`src/rtl/alu_exec_unit.sv`:
```
// Multicycle ALU execute unit: single-cycle ALU ops plus iterative shifts and an
// iterative unsigned multiply, all reporting completion through a one-cycle done pulse.
module alu_exec_unit #(
    parameter int WIDTH = 32,
    parameter int SHW   = $clog2(WIDTH)
) (
    input  logic             clk,
    input  logic             rst_n,
    input  logic             start,
    input  logic [1:0]       ALUop,
    input  logic [5:0]       Fun,
    input  logic [WIDTH-1:0] A,
    input  logic [WIDTH-1:0] B,
    output logic [WIDTH-1:0] res,
    output logic [WIDTH-1:0] res_hi,
    output logic             zero,
    output logic             ovf,
    output logic             err,
    output logic             busy,
    output logic             done
);

    localparam int CW = SHW + 1;

    typedef enum logic [1:0] {IDLE, SHIFT, MUL} state_t;
    typedef enum logic [3:0] {
        OP_ADD, OP_SUB, OP_AND, OP_OR, OP_XOR, OP_NOR, OP_SLT,
        OP_SLL, OP_SRL, OP_SRA, OP_MULTU, OP_ERR
    } op_t;

    state_t           state;
    op_t              shift_op;
    logic [CW-1:0]    cnt;
    logic [WIDTH-1:0] mcand;
    logic [WIDTH-1:0] mplier;
    logic [WIDTH-1:0] acc_hi;

    op_t              op;
    logic [SHW-1:0]   shamt;
    logic [WIDTH-1:0] sum;
    logic [WIDTH-1:0] diff;
    logic [WIDTH-1:0] alu_res;
    logic             alu_ovf;
    logic             alu_err;
    logic             iterative;
    logic [WIDTH-1:0] shift_next;
    logic [WIDTH:0]   mul_sum;

    assign shamt = B[SHW-1:0];
    assign sum   = A + B;
    assign diff  = A - B;
    assign busy  = (state != IDLE);

    always_comb begin
        op = OP_ERR;
        case (ALUop)
            2'b00: op = OP_ADD;
            2'b01: op = OP_SUB;
            2'b11: op = OP_OR;
            default: begin
                case (Fun)
                    6'b100000: op = OP_ADD;
                    6'b100010: op = OP_SUB;
                    6'b100100: op = OP_AND;
                    6'b100101: op = OP_OR;
                    6'b100110: op = OP_XOR;
                    6'b100111: op = OP_NOR;
                    6'b101010: op = OP_SLT;
                    6'b000000: op = OP_SLL;
                    6'b000010: op = OP_SRL;
                    6'b000011: op = OP_SRA;
                    6'b011001: op = OP_MULTU;
                    default:   op = OP_ERR;
                endcase
            end
        endcase
    end

    // Shifts by zero complete in one cycle and simply pass A through.
    always_comb begin
        alu_res   = '0;
        alu_ovf   = 1'b0;
        alu_err   = 1'b0;
        iterative = 1'b0;
        case (op)
            OP_ADD: begin
                alu_res = sum;
                alu_ovf = (A[WIDTH-1] == B[WIDTH-1]) && (sum[WIDTH-1] != A[WIDTH-1]);
            end
            OP_SUB: begin
                alu_res = diff;
                alu_ovf = (A[WIDTH-1] != B[WIDTH-1]) && (diff[WIDTH-1] != A[WIDTH-1]);
            end
            OP_AND:   alu_res = A & B;
            OP_OR:    alu_res = A | B;
            OP_XOR:   alu_res = A ^ B;
            OP_NOR:   alu_res = ~(A | B);
            OP_SLT:   alu_res = ($signed(A) < $signed(B)) ? WIDTH'(1) : '0;
            OP_SLL, OP_SRL, OP_SRA: begin
                alu_res   = A;
                iterative = (shamt != '0);
            end
            OP_MULTU: iterative = 1'b1;
            default:  alu_err = 1'b1;
        endcase
    end

    always_comb begin
        case (shift_op)
            OP_SLL:  shift_next = {res[WIDTH-2:0], 1'b0};
            OP_SRL:  shift_next = {1'b0, res[WIDTH-1:1]};
            default: shift_next = {res[WIDTH-1], res[WIDTH-1:1]};
        endcase
    end

    // {acc_hi, mplier} is the running product; the multiplier drains out of the low half.
    assign mul_sum = {1'b0, acc_hi} + (mplier[0] ? {1'b0, mcand} : '0);

    always_ff @(posedge clk or negedge rst_n) begin
        if (!rst_n) begin
            state    <= IDLE;
            shift_op <= OP_SLL;
            cnt      <= '0;
            mcand    <= '0;
            mplier   <= '0;
            acc_hi   <= '0;
            res      <= '0;
            res_hi   <= '0;
            zero     <= 1'b0;
            ovf      <= 1'b0;
            err      <= 1'b0;
            done     <= 1'b0;
        end else begin
            done <= 1'b0;
            case (state)
                IDLE: begin
                    if (start) begin
                        if (!iterative) begin
                            res    <= alu_res;
                            res_hi <= '0;
                            zero   <= (alu_res == '0);
                            ovf    <= alu_ovf;
                            err    <= alu_err;
                            done   <= 1'b1;
                        end else if (op == OP_MULTU) begin
                            mcand  <= A;
                            mplier <= B;
                            acc_hi <= '0;
                            cnt    <= CW'(WIDTH);
                            state  <= MUL;
                        end else begin
                            res      <= A;
                            res_hi   <= '0;
                            ovf      <= 1'b0;
                            err      <= 1'b0;
                            cnt      <= {1'b0, shamt};
                            shift_op <= op;
                            state    <= SHIFT;
                        end
                    end
                end
                SHIFT: begin
                    res <= shift_next;
                    cnt <= cnt - CW'(1);
                    if (cnt == CW'(1)) begin
                        zero  <= (shift_next == '0);
                        done  <= 1'b1;
                        state <= IDLE;
                    end
                end
                MUL: begin
                    acc_hi <= mul_sum[WIDTH:1];
                    mplier <= {mul_sum[0], mplier[WIDTH-1:1]};
                    cnt    <= cnt - CW'(1);
                    if (cnt == CW'(1)) begin
                        res    <= {mul_sum[0], mplier[WIDTH-1:1]};
                        res_hi <= mul_sum[WIDTH:1];
                        zero   <= ({mul_sum[0], mplier[WIDTH-1:1]} == '0);
                        ovf    <= 1'b0;
                        err    <= 1'b0;
                        done   <= 1'b1;
                        state  <= IDLE;
                    end
                end
                default: state <= IDLE;
            endcase
        end
    end

endmodule

```
`config.mk`:
```
export PLATFORM = sky130hd
export DESIGN_NAME = alu_exec_unit
export DESIGN_NICKNAME = d
export VERILOG_FILES = /design/src/rtl/alu_exec_unit.sv
export SDC_FILE = /design/constraint.sdc
export NUM_CORES = 1
export LEC_CHECK = 0
export CORE_MARGIN = 2
export CORE_UTILIZATION = 30
export DETAILED_ROUTE_END_ITERATION = 8
export HOLD_SLACK_MARGIN = 0.05
export PLACE_DENSITY_LB_ADDON = 0.3
export RECOVER_POWER = 50
export SYNTH_ARGS = -nofsm -noshare
export SYNTH_HDL_FRONTEND = slang
export SYNTH_SLANG_ARGS = --single-unit
```
`constraint.sdc`:
```
create_clock -name clk -period 5.1 [get_ports clk]
set_input_delay 1.02 -clock clk [delete_from_list [all_inputs] [get_ports clk]]
set_output_delay 1.02 -clock clk [all_outputs]
set_load 0.05 [all_outputs]
```
==> results.sh, run 1 <==
export IMPL_status="finished, violations left"
export IMPL_violations="capacitance limit, slew limit"
export IMPL_combPwrFrac=0.459
export IMPL_groute_layer_met3_usage=0.0277
export IMPL_worstMarginPinSlew_ns=3.04
export IMPL_drv_cap=1
export IMPL_ys_seq_area_frac=0.279
export IMPL_r2r_cells=17
export IMPL_drc=0
export IMPL_drtPass1Iterations=5
export IMPL_cts_tree="built"
export IMPL_grt_pass1_wl_um=96200
export IMPL_drtIter0Drc=1411
export IMPL_worstSetupPathType="primary input to flop"
export IMPL_ys_warn_count=0
export IMPL_cts_buffers=17
export IMPL_std_cell_rows=84
export IMPL_io_pins=144
export IMPL_p_per_area_nw_per_um2=325
export IMPL_power_switching_mw=2.84
export IMPL_required_ns=5.49
export IMPL_end_kind="flop"
export IMPL_wirelength_um=63700
export IMPL_post_route_period_util=0.965
export IMPL_final_common_cell="buf_4"
export IMPL_antenna_cells=0
export IMPL_path_max_fanout=3
export IMPL_clock_latency_ns=0.45
export IMPL_pwr_share_clk=0.233
export IMPL_synth_cells=1945
export IMPL_final_antenna_net_count=0
export IMPL_seqPwrFrac=0.308
export IMPL_use_met1=0.333
export IMPL_dp_worst_setup_slack_ns=-0.625
export IMPL_root_buffer="clkbuf_16"
export IMPL_grtUsageTotal=0.233
export IMPL_final_nets=2484
export IMPL_max_freq_ghz=0.203
export IMPL_syn_area_per_cell_um2=8.11
export IMPL_via_per_inst=5.41
export IMPL_crit_end="res[20]"
export IMPL_hold_class="flop to flop"
export IMPL_place_gp_congestion=0.992
export IMPL_min_period_ns=4.92
export IMPL_synth_edf_count=0
export IMPL_grt_max_degree=120
export IMPL_setup_viol=0
export IMPL_r2r_slack_ns=0.93
export IMPL_core_area_um2=52200
export IMPL_reg2reg_to="acc_hi[29]"
export IMPL_hpwl_um=51700
export IMPL_h_tree_depth=4
export IMPL_initial_utilization=0.302
export IMPL_sw_frac_of_total=0.424
export IMPL_p_leak_nw=9.50
export IMPL_clk_path_buf_depth=2
export IMPL_syn2layout_area_growth_pct=30.5
export IMPL_start_kind="primary input"
export IMPL_hold_viol_final=0
export IMPL_layout_common_cells="273 x buf_4, 212 x nand2_1, 173 x dfrtp_1"
export IMPL_syn_area_um2=15800
export IMPL_critPathLaunch="A[0]"
export IMPL_globalRouteMet2Util=0.364
export IMPL_tns_ns=0
export IMPL_ys_flop_type="dfrtp_1"
export IMPL_busiest_layer="met2"
export IMPL_setup_ws_ns=0.177
export IMPL_async_reset_ff_frac=1.00
export IMPL_synthDistinctLibCells=96
export IMPL_cts_sinks=176
export IMPL_wl_per_cell_um=21.4
export IMPL_portBuffers=143
export IMPL_die_width_um=233
export IMPL_drive_gt1_frac=0.189
export IMPL_num_vias=16100
export IMPL_antenna_found_initial=2
export IMPL_grt_pass1_vias=15700
export IMPL_grt_overflow=0
export IMPL_die_h_um=233
export IMPL_fp_dieArea_um2=54400
export IMPL_syn_nets=2159
export IMPL_slew_headroom=-1.03
export IMPL_arrival_ns=5.32
export IMPL_finalPower_mw=6.69
export IMPL_synth_seq_cells=176
export IMPL_regToRegStartpoint="mplier[0]"
export IMPL_ir_drop_uv=236
export IMPL_clkTransAtPathRegs_ns=0.07
export IMPL_slew_viol_final=120
export IMPL_finClkSkew_ns=0.0104
export IMPL_ctsHoldBuffers=0
export IMPL_power_internal_mw=3.85
metrics by stage:
stage | instance area (um2) | util | hold slack (ns) | cells
2_1_floorplan | 15800 | - | 0.445 | 1945
3_3_place_gp | 19800 | 0.379 | 0.462 | 2937
3_5_place_dp | 19800 | 0.379 | 0.464 | 2937
4_1_cts | 20500 | 0.393 | 0.481 | 2969
5_1_grt | 20600 | 0.394 | 0.496 | 2971
6_report | 20600 | 0.394 | 0.471 | 2971
layout make-up:
class	count	area, um2
fill	5311	31600
tap	688	861
multi-input combinational	1545	10600
sequential	176	4410
clock inverter	13	256
timing repair buffer	423	3590
inverter	107	402
clock buffer	19	443
registers in the layout, indices dropped and copies added (netlist names):
name and count:
acc_hi 32, cnt 6, done 1, err 1, mcand 32, mplier 32, ovf 1, res 32
res_hi 32, shift_op 4, state 2, zero 1
layer usage:
metal,wire length [um],up-vias
li1,-,7666
met1,29700,7767
met2,28400,563
met3,3720,90
met4,1820,0
met5,0,-
cells by family after synthesis:
logic type	Yosys count	share of synthesized area
compound gates	637	0.266
flops	176	0.279
mux	111	0.0758
fa+ha+maj	139	0.112
buf+inv	224	0.0567
simple gates	599	0.177
xor+xnor	59	0.0328
worst max-delay path, cell delays in order:
cell and delay [ns]:
clkdlybuf4s50_1 0.42, buf_4 0.17, ha_1 0.27, fa_1 0.43, a211oi_1 0.24, buf_4 0.18, o21a_1 0.12, a21oi_1 0.10
a31o_2 0.32, a311oi_2 0.22, buf_4 0.16, buf_4 0.11, nor2b_1 0.03, o21ai_0 0.20, o2bb2ai_1 0.16, xnor2_1 0.07
o21ai_0 0.60, a21oi_1 0.14, o21ai_0 0.17, mux2_2 0.17
how the worst min path moves through the flow:
| stage | to | slack, ns | cells after the start | from |
|---|---|---|---|---|
| final | res_hi[12] | 0.47 | 2 | res_hi[12] |
| after global routing | res_hi[7] | 0.50 | 2 | res_hi[7] |
| after CTS | acc_hi[24] | 0.48 | 2 | acc_hi[24] |
| after detailed placement | acc_hi[24] | 0.46 | 2 | acc_hi[24] |
| after global placement | res_hi[27] | 0.46 | 2 | res_hi[27] |
| after floorplan | acc_hi[0] | 0.45 | 2 | acc_hi[0] |
Yosys cell counts, types with 17 or more instances:
library cell,n,area share
nor2_1,173,0.041
nor4_1,21,0.0083
and2_1,40,0.016
a221oi_1,17,0.0094
dfrtp_1,173,0.27
a22oi_1,23,0.011
nand3_1,32,0.010
a22o_1,35,0.019
mux2_2,68,0.049
ha_1,136,0.11
o21bai_1,17,0.0081
a211oi_1,46,0.022
clkbuf_1,88,0.021
inv_1,107,0.025
nor3_1,27,0.0086
a21o_1,30,0.014
o21ai_0,142,0.045
mux2i_1,43,0.027
xor2_1,18,0.010
nand2_1,212,0.050
xnor2_1,41,0.023
a21oi_1,174,0.055
power groups by stage:
stage	Sequential [mW]	Combinational (mW)	Clock (mW)
2_1_floorplan	2.35	1.41	0
3_3_place_gp	2.07	3.00	0
3_5_place_dp	2.08	3.01	0
4_1_cts	2.06	3.03	1.58
5_1_grt	2.09	3.30	1.64
6_report	2.06	3.07	1.56
timing repair:
item                                    4_1_cts  5_1_grt
gates resized for setup                       3       16
endpoints found under the setup margin        2        5
buffers inserted                              0        2
No activity file was read; power rests on OpenSTA's default activity.
==> inputs of run 2 (changes only) <==
--- a/config.mk
+++ b/config.mk
@@ -11,6 +11,8 @@
 export HOLD_SLACK_MARGIN = 0.05
 export PLACE_DENSITY_LB_ADDON = 0.3
 export RECOVER_POWER = 50
+export REMOVE_ABC_BUFFERS = 1
+export SKIP_LAST_GASP = 1
 export SYNTH_ARGS = -nofsm -noshare
 export SYNTH_HDL_FRONTEND = slang
 export SYNTH_SLANG_ARGS = --single-unit
==> run 2 against run 1 <==
  * The run still ends with capacitance limit, slew limit left
  * Clock skew grew 0.0016 ns
  * Wire length is 3.0% higher
  * Flip-flop and latch count unchanged
  * Worst hold slack better by 0.0013 ns
  * Count of clock-buffer cells in the layout up 4
  * Critical path depth is 2 lower
  * Cell count shrank 1.6%
  * Design area decreased by 2.3%
  * Register-to-register slack worse by 0.33 ns
  * Via count shrank 0.58%
  * Worst setup slack worse by 0.011 ns
  * First-iteration DRC count shrank 8.2%
  * Largest power group unchanged
  * Highest routed layer unchanged
==> results.sh, run 2 (synthesis gave the netlist of run 1 again) <==
export IMPL_grt_pass1_wl_um=98300
export IMPL_seqPwrFrac=0.311
export IMPL_pwr_share_clk=0.212
export IMPL_grt_max_degree=114
export IMPL_violations="capacitance limit, slew limit"
export IMPL_sw_frac_of_total=0.445
export IMPL_via_per_inst=5.47
export IMPL_busiest_layer="met2"
export IMPL_slew_viol_final=65
export IMPL_hpwl_um=51900
export IMPL_globalRouteMet2Util=0.409
export IMPL_die_h_um=233
export IMPL_layoutNonFillerInstCount=2922
export IMPL_num_fill_cells=5389
export IMPL_cts_sinks=176
export IMPL_std_cell_rows=84
export IMPL_finalPower_mw=6.45
export IMPL_cts_buffers=17
export IMPL_hold_viol_final=0
export IMPL_max_freq_ghz=0.203
export IMPL_drtIter0Drc=1295
export IMPL_die_width_um=233
export IMPL_power_switching_mw=2.87
export IMPL_post_cts_setup_buffer_count=0
export IMPL_grt_overflow=0
export IMPL_root_buffer="clkbuf_16"
export IMPL_grt_pass1_vias=15900
export IMPL_h_tree_depth=4
export IMPL_hold_class="flop to flop"
export IMPL_groute_layer_met3_usage=0.0387
export IMPL_core_area_um2=52200
export IMPL_setup_ws_ns=0.166
export IMPL_finClkSkew_ns=0.0120
export IMPL_drc=0
export IMPL_arrival_ns=5.34
export IMPL_use_met1=0.301
export IMPL_initial_utilization=0.302
export IMPL_rsz0062_at_grt="yes"
export IMPL_clk_path_buf_depth=2
export IMPL_combPwrFrac=0.477
export IMPL_grtUsageTotal=0.243
export IMPL_worstMarginPinSlew_ns=3.65
export IMPL_power_internal_mw=3.58
export IMPL_wl_per_cell_um=22.4
export IMPL_final_nets=2434
export IMPL_ctsResizeCount=0
export IMPL_wirelength_um=65600
export IMPL_post_route_period_util=0.967
export IMPL_worstSetupPathType="primary input to flop"
export IMPL_portBuffers=143
export IMPL_p_leak_nw=9.19
export IMPL_syn2layout_area_growth_pct=27.5
export IMPL_cts_tree="built"
export IMPL_place_gp_congestion=1.02
export IMPL_io_pins=144
export IMPL_drtPass1Iterations=5
export IMPL_dp_worst_setup_slack_ns=-0.350
export IMPL_layout_common_cells="220 x buf_4, 212 x nand2_1, 173 x dfrtp_1"
export IMPL_end_kind="flop"
export IMPL_ctsHoldBuffers=0
export IMPL_slew_headroom=-1.43
export IMPL_start_kind="primary input"
export IMPL_setup_viol=0
export IMPL_final_antenna_net_count=0
export IMPL_dp_cells=2889
export IMPL_num_vias=16000
export IMPL_path_max_fanout=3
export IMPL_fp_dieArea_um2=54400
export IMPL_ir_drop_uv=283
export IMPL_holdWs_ns=0.472
export IMPL_drv_cap=1
export IMPL_antenna_found_initial=0
export IMPL_tns_ns=0
export IMPL_min_period_ns=4.93
export IMPL_required_ns=5.51
export IMPL_clock_latency_ns=0.50
export IMPL_clkTransAtPathRegs_ns=0.07
export IMPL_status="finished, violations left"
export IMPL_drive_gt1_frac=0.167
export IMPL_final_common_cell="buf_4"
export IMPL_p_per_area_nw_per_um2=321
-- run 2: final timing paths --
check	from	endpoint	slack, ns	cells after the start
worst max-delay path	A[0]	zero	0.17	18
worst min-delay path	res_hi[8]	res_hi[8]	0.47	2
worst max register to register	mplier[0]	acc_hi[29]	0.60	16
worst min register to register	res_hi[8]	res_hi[8]	0.47	2
max in group asynchronous	rst_n	res[5]	0.88	2
min in group asynchronous	rst_n	res_hi[23]	1.76	1
-- run 2: layer usage --
layer  vias up  wire length [um]
met5         -                 0
met4         0              3230
met3       114              3460
met2       503             31100
met1      7805             27800
li1       7571                 -
-- run 2: stage by stage --
stage	utilization	instance area [um2]
floorplan	-	15300
global placement	0.374	19500
detailed placement	0.374	19500
CTS	0.385	20100
global route	0.385	20100
finish	0.385	20100
-- run 2: cell type report --
type | count | area, um2 | share of cell area
Multi-Input combinational cell | 1545 | 10600 | 0.526
Sequential cell | 176 | 4410 | 0.219
Timing Repair Buffer | 373 | 3270 | 0.162
Tap cell | 688 | 861 | 0.0428
Clock buffer | 23 | 488 | 0.0243
Inverter | 107 | 402 | 0.0200
Clock inverter | 9 | 96.3 | 0.00479
Antenna cell | 1 | 2.50 | 0.000124
-- run 2: power by group through the flow --
stage | Sequential (mW) | Combinational, mW | Clock, mW
2_1_floorplan | 2.36 | 1.35 | 0
3_3_place_gp | 2.01 | 3.04 | 0
3_5_place_dp | 2.02 | 3.06 | 0
4_1_cts | 2.00 | 3.07 | 1.42
5_1_grt | 2.04 | 3.30 | 1.46
6_report | 2.00 | 3.07 | 1.37
-- run 2: worst max-delay path, cell delays in order --
cell and delay (ns):
clkdlybuf4s50_1 0.43, inv_1 0.09, ha_1 0.17, inv_1 0.06, fa_1 0.38, nor2b_1 0.17
o211ai_1 0.48, nand2_1 0.18, mux2i_1 0.20, xnor2_1 0.14, o221ai_1 0.17, a2111oi_1 0.42
nand4_1 0.25, nor4_2 0.28, nand4_1 0.14, nor4_1 0.31, nand4_1 0.21, o41ai_2 0.24
